--- src/rtl/edge_event_capture_if.sv ---
// Edge capture bus: event pulses and enables in; sticky status, clear handshake and counter readback out.
interface edge_event_capture_if #(
  parameter int WIDTH = 5,
  parameter int CNT_W = 8,
  parameter int IDX_W = 3
);
  logic [WIDTH-1:0] pos;
  logic [WIDTH-1:0] neg;
  logic [WIDTH-1:0] pos_en;
  logic [WIDTH-1:0] neg_en;
  logic             clr_req;
  logic [WIDTH-1:0] clr_mask;
  logic             clr_ack;
  logic [IDX_W-1:0] rd_idx;
  logic [CNT_W-1:0] rd_cnt;
  logic [WIDTH-1:0] pos_flag;
  logic [WIDTH-1:0] neg_flag;
  logic [WIDTH-1:0] ovf;
  logic             irq;

  modport master (
    output pos, neg, pos_en, neg_en, clr_req, clr_mask, rd_idx,
    input  clr_ack, rd_cnt, pos_flag, neg_flag, ovf, irq
  );

  modport slave (
    input  pos, neg, pos_en, neg_en, clr_req, clr_mask, rd_idx,
    output clr_ack, rd_cnt, pos_flag, neg_flag, ovf, irq
  );
endinterface

--- src/rtl/edge_event_capture.sv ---
// Per-channel sticky edge flags, lost-event tracking and saturating event counters with a clear handshake.
// state | meaning:  IDLE | waiting for an armed clr_req;  ACK | clear applied, clr_ack high for one cycle
module edge_event_capture #(
  parameter int WIDTH = 5,
  parameter int CNT_W = 8,
  parameter int IDX_W = 3
) (
  input  logic                 clk,
  input  logic                 rst,
  edge_event_capture_if.slave  bus
);

  typedef enum logic {IDLE = 1'b0, ACK = 1'b1} clr_state_t;

  clr_state_t       state;
  logic             clr_ack_q;
  logic             clr_armed;
  logic             clr_fire;
  logic [WIDTH-1:0] clr_vec;

  logic [WIDTH-1:0] rise;
  logic [WIDTH-1:0] fall;
  logic [WIDTH-1:0] pos_flag_q, pos_flag_nxt;
  logic [WIDTH-1:0] neg_flag_q, neg_flag_nxt;
  logic [WIDTH-1:0] ovf_q, ovf_nxt;
  logic [CNT_W-1:0] cnt     [WIDTH];
  logic [CNT_W-1:0] cnt_nxt [WIDTH];
  logic [CNT_W-1:0] rd_sel;
  logic [CNT_W-1:0] rd_cnt_q;
  logic             irq_q;

  assign rise     = bus.pos & bus.pos_en;
  assign fall     = bus.neg & bus.neg_en;
  // A request held across ACK must drop in IDLE before it can clear again.
  assign clr_fire = (state == IDLE) && bus.clr_req && clr_armed;
  assign clr_vec  = clr_fire ? bus.clr_mask : '0;

  always_ff @(posedge clk or posedge rst) begin
    if (rst) begin
      state     <= IDLE;
      clr_ack_q <= 1'b0;
      clr_armed <= 1'b1;
    end else begin
      case (state)
        IDLE: begin
          if (clr_fire) begin
            state     <= ACK;
            clr_ack_q <= 1'b1;
            clr_armed <= 1'b0;
          end else begin
            clr_ack_q <= 1'b0;
            if (!bus.clr_req) clr_armed <= 1'b1;
          end
        end
        ACK: begin
          state     <= IDLE;
          clr_ack_q <= 1'b0;
        end
        default: begin
          state     <= IDLE;
          clr_ack_q <= 1'b0;
        end
      endcase
    end
  end

  // Set wins over clear; a cleared channel starts from zero so it cannot report a lost event.
  always_comb begin
    logic [CNT_W-1:0] base;
    logic [1:0]       inc;
    logic [CNT_W:0]   sum;
    base = '0;
    inc  = '0;
    sum  = '0;
    for (int i = 0; i < WIDTH; i++) cnt_nxt[i] = '0;
    pos_flag_nxt = (pos_flag_q & ~clr_vec) | rise;
    neg_flag_nxt = (neg_flag_q & ~clr_vec) | fall;
    ovf_nxt      = (ovf_q | (rise & pos_flag_q) | (fall & neg_flag_q)) & ~clr_vec;
    for (int i = 0; i < WIDTH; i++) begin
      base       = clr_vec[i] ? '0 : cnt[i];
      inc        = {1'b0, rise[i]} + {1'b0, fall[i]};
      sum        = {1'b0, base} + {{(CNT_W-1){1'b0}}, inc};
      cnt_nxt[i] = sum[CNT_W] ? {CNT_W{1'b1}} : sum[CNT_W-1:0];
    end
  end

  always_comb begin
    rd_sel = '0;
    for (int i = 0; i < WIDTH; i++) begin
      if (bus.rd_idx == IDX_W'(i)) rd_sel = cnt[i];
    end
  end

  always_ff @(posedge clk or posedge rst) begin
    if (rst) begin
      pos_flag_q <= '0;
      neg_flag_q <= '0;
      ovf_q      <= '0;
      rd_cnt_q   <= '0;
      irq_q      <= 1'b0;
      for (int i = 0; i < WIDTH; i++) cnt[i] <= '0;
    end else begin
      pos_flag_q <= pos_flag_nxt;
      neg_flag_q <= neg_flag_nxt;
      ovf_q      <= ovf_nxt;
      rd_cnt_q   <= rd_sel;
      irq_q      <= (|pos_flag_q) | (|neg_flag_q) | (|ovf_q);
      for (int i = 0; i < WIDTH; i++) cnt[i] <= cnt_nxt[i];
    end
  end

  assign bus.clr_ack  = clr_ack_q;
  assign bus.rd_cnt   = rd_cnt_q;
  assign bus.pos_flag = pos_flag_q;
  assign bus.neg_flag = neg_flag_q;
  assign bus.ovf      = ovf_q;
  assign bus.irq      = irq_q;

endmodule

--- src/flat_wrapper.sv ---
// flat-port wrapper written by rule: the top's interface ports become plain ports
module edge_event_capture_flat 
#(
  parameter int WIDTH = 5,
  parameter int CNT_W = 8,
  parameter int IDX_W = 3
)
  (clk, rst, bus_pos, bus_neg, bus_pos_en, bus_neg_en, bus_clr_req, bus_clr_mask, bus_rd_idx, bus_clr_ack, bus_rd_cnt, bus_pos_flag, bus_neg_flag, bus_ovf, bus_irq);
  edge_event_capture_if #(.WIDTH(WIDTH), .CNT_W(CNT_W), .IDX_W(IDX_W)) bus_i ();
  input  logic clk;
  input  logic rst;
  input wire logic [$bits(bus_i.pos)-1:0] bus_pos;
  input wire logic [$bits(bus_i.neg)-1:0] bus_neg;
  input wire logic [$bits(bus_i.pos_en)-1:0] bus_pos_en;
  input wire logic [$bits(bus_i.neg_en)-1:0] bus_neg_en;
  input wire logic [$bits(bus_i.clr_req)-1:0] bus_clr_req;
  input wire logic [$bits(bus_i.clr_mask)-1:0] bus_clr_mask;
  input wire logic [$bits(bus_i.rd_idx)-1:0] bus_rd_idx;
  output wire logic [$bits(bus_i.clr_ack)-1:0] bus_clr_ack;
  output wire logic [$bits(bus_i.rd_cnt)-1:0] bus_rd_cnt;
  output wire logic [$bits(bus_i.pos_flag)-1:0] bus_pos_flag;
  output wire logic [$bits(bus_i.neg_flag)-1:0] bus_neg_flag;
  output wire logic [$bits(bus_i.ovf)-1:0] bus_ovf;
  output wire logic [$bits(bus_i.irq)-1:0] bus_irq;
  assign bus_i.pos = bus_pos;
  assign bus_i.neg = bus_neg;
  assign bus_i.pos_en = bus_pos_en;
  assign bus_i.neg_en = bus_neg_en;
  assign bus_i.clr_req = bus_clr_req;
  assign bus_i.clr_mask = bus_clr_mask;
  assign bus_i.rd_idx = bus_rd_idx;
  assign bus_clr_ack = bus_i.clr_ack;
  assign bus_rd_cnt = bus_i.rd_cnt;
  assign bus_pos_flag = bus_i.pos_flag;
  assign bus_neg_flag = bus_i.neg_flag;
  assign bus_ovf = bus_i.ovf;
  assign bus_irq = bus_i.irq;
  edge_event_capture #(.WIDTH(WIDTH), .CNT_W(CNT_W), .IDX_W(IDX_W)) u_core (.clk(clk), .rst(rst), .bus(bus_i));
endmodule
--- config.mk ---
export PLATFORM = sky130hd
export DESIGN_NAME = edge_event_capture_flat
export DESIGN_NICKNAME = d
export VERILOG_FILES = /design/src/rtl/edge_event_capture_if.sv /design/src/rtl/edge_event_capture.sv /design/src/flat_wrapper.sv
export SDC_FILE = /design/constraint.sdc
export NUM_CORES = 1
export LEC_CHECK = 0
export ABC_CLOCK_PERIOD_IN_PS = 5600
export BUFFER_PORTS_ARGS = -buffer_cell sky130_fd_sc_hd__buf_2
export CORE_MARGIN = 2
export CORE_UTILIZATION = 45
export DETAILED_ROUTE_END_ITERATION = 12
export GPL_ROUTABILITY_DRIVEN = 0
export PLACE_DENSITY = 0.67
export REMOVE_ABC_BUFFERS = 1
export SLEW_MARGIN = 15
export SYNTH_ARGS = -nofsm -noshare
export SYNTH_HDL_FRONTEND = slang
export SYNTH_SLANG_ARGS = --single-unit
--- constraint.sdc ---
create_clock -name clk -period 5.6 [get_ports clk]
set_input_delay 0.28 -clock clk [delete_from_list [all_inputs] [get_ports clk]]
set_output_delay 0.28 -clock clk [all_outputs]
set_load 0.02 [all_outputs]
==> qor.csv <==
stage;metric;value;unit
logic_synthesis;register area share after synthesis;0.482;
route;DRT antenna net count;0;
power;Psw;0.000512;W
run;Max Cap Violations;0;
route;DRC Markers;0;
power;sw frac;0.345;
critical_path;crit path cell chain;nand4b_1 > and2_1 > fa_1 > and4_1 > and3_4 > a311oi_2;
power;Max VDD drop;0.000177;V
critical_path;FF-to-FF End;u_core.cnt[14]$_DFF_PP0_;
sta;Tcrit/Tclk final;0.424;
global_route;first-pass GRT wire length;13400;µm
logic_synthesis;count leader, synth;dfrtp_1;
place;dpl hpwl;5910;µm
logic_synthesis;Synth Cell Area;3430;µm²
floorplanning;Initial Util;0.468;
global_route;initial antenna violation count;0;
logic_synthesis;post-synthesis average cell area;10.5;µm²
sta;slew margin rel.;0.442;
critical_path;type of origin of the critical path;flop;
logic_synthesis;post-synthesis compound-gate area fraction;0.201;
clocking;postcts setup bufs;0;
critical_path;R2R Setup Slk;3.22;ns
sta;hold slack;0.173;ns
critical_path;R2R cell count;6;
clocking;Longest Clk Path Bufs;2;
route;met2 routed WL;3690;µm
sta;maximum clock frequency;421;MHz
critical_path;CP max stage cell;dfstp_2;
layout;Area Overhead vs Synth;13.0;%
power;Clock power frac;0.259;
clocking;CTS tree;yes;
layout;diode count;0;
layout;Final #Nets;407;
logic_synthesis;Synth Flop Type;dfrtp_1;
logic_synthesis;Area contributors post-synth;dfrtp_1 47%, a21oi_1 4.7%, and2_1 4.0%;
logic_synthesis;Post-Synth Adder-Cell Area;0.0292;
logic_synthesis;ys async rst share;1.00;
critical_path;Worst EP arrival;2.63;ns
logic_synthesis;Post-Synth Simple-Gate Area;0.194;
floorplanning;Die Y;91.3;µm
floorplanning;IO Pins;56;
route;routed wl met3;374;µm
sta;slew of the pin with the lowest slew margin;0.838;ns
global_route;GRT Util Overall;0.206;
route;Via density;5.67;
clocking;htree depth;3;
sta;RSZ-0062 raised after global routing;false;
power;Seq pwr share;0.493;
power;Int Pwr;0.000972;W
sta;clk_skew;0.0105;ns
logic_synthesis;Synth area leader;dfrtp_1;
global_route;vias in the first global route;2614;
route;Wirelength per Cell;17.1;µm
floorplanning;Die Area;8330;µm²
critical_path;RR Startpoint;u_core.clr_armed$_DFFE_PP1P_;
place;port bufs;55;
sta;final setup fails;0;
clocking;Post-CTS Hold Buffers;0;
global_route;Overflow after GRT;0;
sta;setup_tns;0;ns
logic_synthesis;Synth top cells by count;65 x dfrtp_1, 32 x a21oi_1, 27 x nand2_1;
power;Leakage;1.63;nW
critical_path;Crit Path Class;flop to flop;
route;Met1 Wirelength;3910;µm
clocking;Num Clock Sinks;66;
logic_synthesis;Post-Synth XOR/XNOR Area;0.0128;
critical_path;Worst Setup SP;u_core.clr_armed$_DFFE_PP1P_;
layout;final core utilization;0.528;
logic_synthesis;Post-synth EDFFs;0;
critical_path;crit path capture type;flop;
route;initial drt markers;196;
critical_path;critical path peak fanout;8;
route;via count;2692;
critical_path;CP max stage delay;0.60;ns
floorplanning;# rows;31;
critical_path;critical path data required time;5.85;ns
sta;Max Slew Vio Count;0;
critical_path;crit path to;u_core.cnt[14]$_DFF_PP0_;
status;outcome;finished, final reports clean;
route;1st-pass router iterations;4;
clocking;clk slew on worst S/H paths;0.07;ns
sta;Period minus WS final;2.38;ns
logic_synthesis;Post-Synthesis Cells;325;
logic_synthesis;Synth top area share;0.474;
route;WL final;8140;µm
logic_synthesis;largest family of logic cells by synthesized area;compound AO/OA/AOI/OAI gates;
logic_synthesis;Distinct cells, synth;44;
logic_synthesis;multiplexer area fraction after synthesis;0.0354;
route;Max Used Layer;met4;
clocking;post-cts sizing count;0;
clocking;CTS Root Cell;clkbuf_8;
global_route;largest net degree at the start of global routing;67;
sta;final hold vios;0;
clocking;worst-skew pair later-pin latency;0.35;ns
floorplanning;Die X-Extent;91.3;µm
logic_synthesis;Yosys warnings;0;
worst_hold_path;Worst Hold Class;input port to asynchronous set/reset pin;
layout;share of layout cells above drive strength 1;0.263;
power;Combinational Power Share;0.247;
power;Power Dens Cells;383;nW/µm²
floorplanning;core area;7330;µm²
clocking;CTS Buf Count;9;
logic_synthesis;number of synthesized register bits;66;
stage by stage:
stage	setup WS (ns)	cell area, µm²	std cells	total power [W]
floorplan	3.48	3290	304	0.000963
global placement	3.28	3690	459	0.00109
detailed placement	3.28	3690	459	0.00110
CTS	3.24	3870	475	0.00149
global route	3.12	3870	475	0.00157
finish	3.22	3870	475	0.00148
state kept, by name (all words and copies together), names as in the netlist:
signal               count
u_core.cnt              40
u_core.bus.rd_cnt        8
u_core.bus.neg_flag      5
u_core.bus.ovf           5
u_core.bus.pos_flag      5
u_core.bus.clr_ack       1
u_core.bus.irq           1
u_core.clr_armed         1
layer usage:
layer  vias up  track usage
li1       1301            -
met1      1306        0.303
met2        73        0.301
met3        12       0.0456
met4         0       0.0720
met5         -            0
cells in the final DEF, fill, tap and decap left out, types with 3 or more instances in the layout:
cell,synthesis,final
nor3_1,6,6
nand4b_1,5,5
clkbuf_1,4,4
nand3_1,7,7
a31oi_1,14,14
nor3_2,4,4
dfrtp_1,65,65
a211oi_2,8,8
xnor2_1,5,5
a21oi_1,32,32
and2_1,22,22
inv_1,4,3
nor4_1,3,3
a21o_1,8,8
fa_1,5,5
and3_1,3,3
o21ai_0,13,13
buf_2,7,55
nor2b_1,4,4
o21bai_1,4,4
nand2_1,27,27
nor2_1,8,8
mux2_2,9,9
and4_1,6,6
nand4_1,11,11
a41oi_1,3,3
a22oi_1,5,5
a32oi_1,6,6
clkbuf_8,0,9
power by group through the flow:
| stage | logic [W] | registers [W] | clock network (W) |
|---|---|---|---|
| global placement | 0.000359 | 0.000734 | 0 |
| floorplan | 0.000235 | 0.000728 | 0 |
| detailed placement | 0.000365 | 0.000737 | 0 |
| CTS | 0.000369 | 0.000730 | 0.000390 |
| finish | 0.000367 | 0.000732 | 0.000384 |
| global route | 0.000413 | 0.000749 | 0.000412 |
worst min-delay path by stage:
| stage | from | to | slack (ns) | cells past startpoint |
|---|---|---|---|---|
| global placement | u_core.bus.pos_flag[2]$_DFF_PP0_ | u_core.bus.pos_flag[2]$_DFF_PP0_ | 0.52 | 1 |
| finish | rst | u_core.cnt[18]$_DFF_PP0_ | 0.17 | 3 |
| CTS | bus_clr_req | u_core.clr_armed$_DFFE_PP1P_ | 0.18 | 2 |
| floorplan | bus_clr_req | u_core.clr_armed$_DFFE_PP1P_ | 0.34 | 1 |
| detailed placement | u_core.bus.pos_flag[2]$_DFF_PP0_ | u_core.bus.pos_flag[2]$_DFF_PP0_ | 0.52 | 1 |
| global route | bus_clr_req | u_core.clr_armed$_DFFE_PP1P_ | 0.21 | 2 |
cell families (layout without fill, tap and decap cells):
kind of cell	count (synthesis)	in the layout
AND/OR/NAND/NOR	113	113
AO/OA/AOI/OAI	100	100
flip-flops	66	66
buffers and inverters	25	76
multiplexers	11	11
adder cells (fa/ha/maj)	5	5
XOR/XNOR	5	5
worst max-delay path, delay by kind of cell, from the launching register on:
| kind | cells | cell delay (ns) |
|---|---|---|
| and+or+nand+nor | 4 | 1.05 |
| AOI/OAI and AO/OA | 1 | 0.24 |
| DFF | 1 | 0.60 |
| adders and majority gates | 1 | 0.40 |
area by class of cell:
cell class | count | area, µm²
Clock buffer | 13 | 139
Clock inverter | 3 | 40.0
Fill cell | 674 | 3460
Inverter | 4 | 15.0
Multi-Input combinational cell | 234 | 1620
Sequential cell | 66 | 1650
Tap cell | 99 | 124
Timing Repair Buffer | 56 | 283
(Power assumes the default switching activity.)
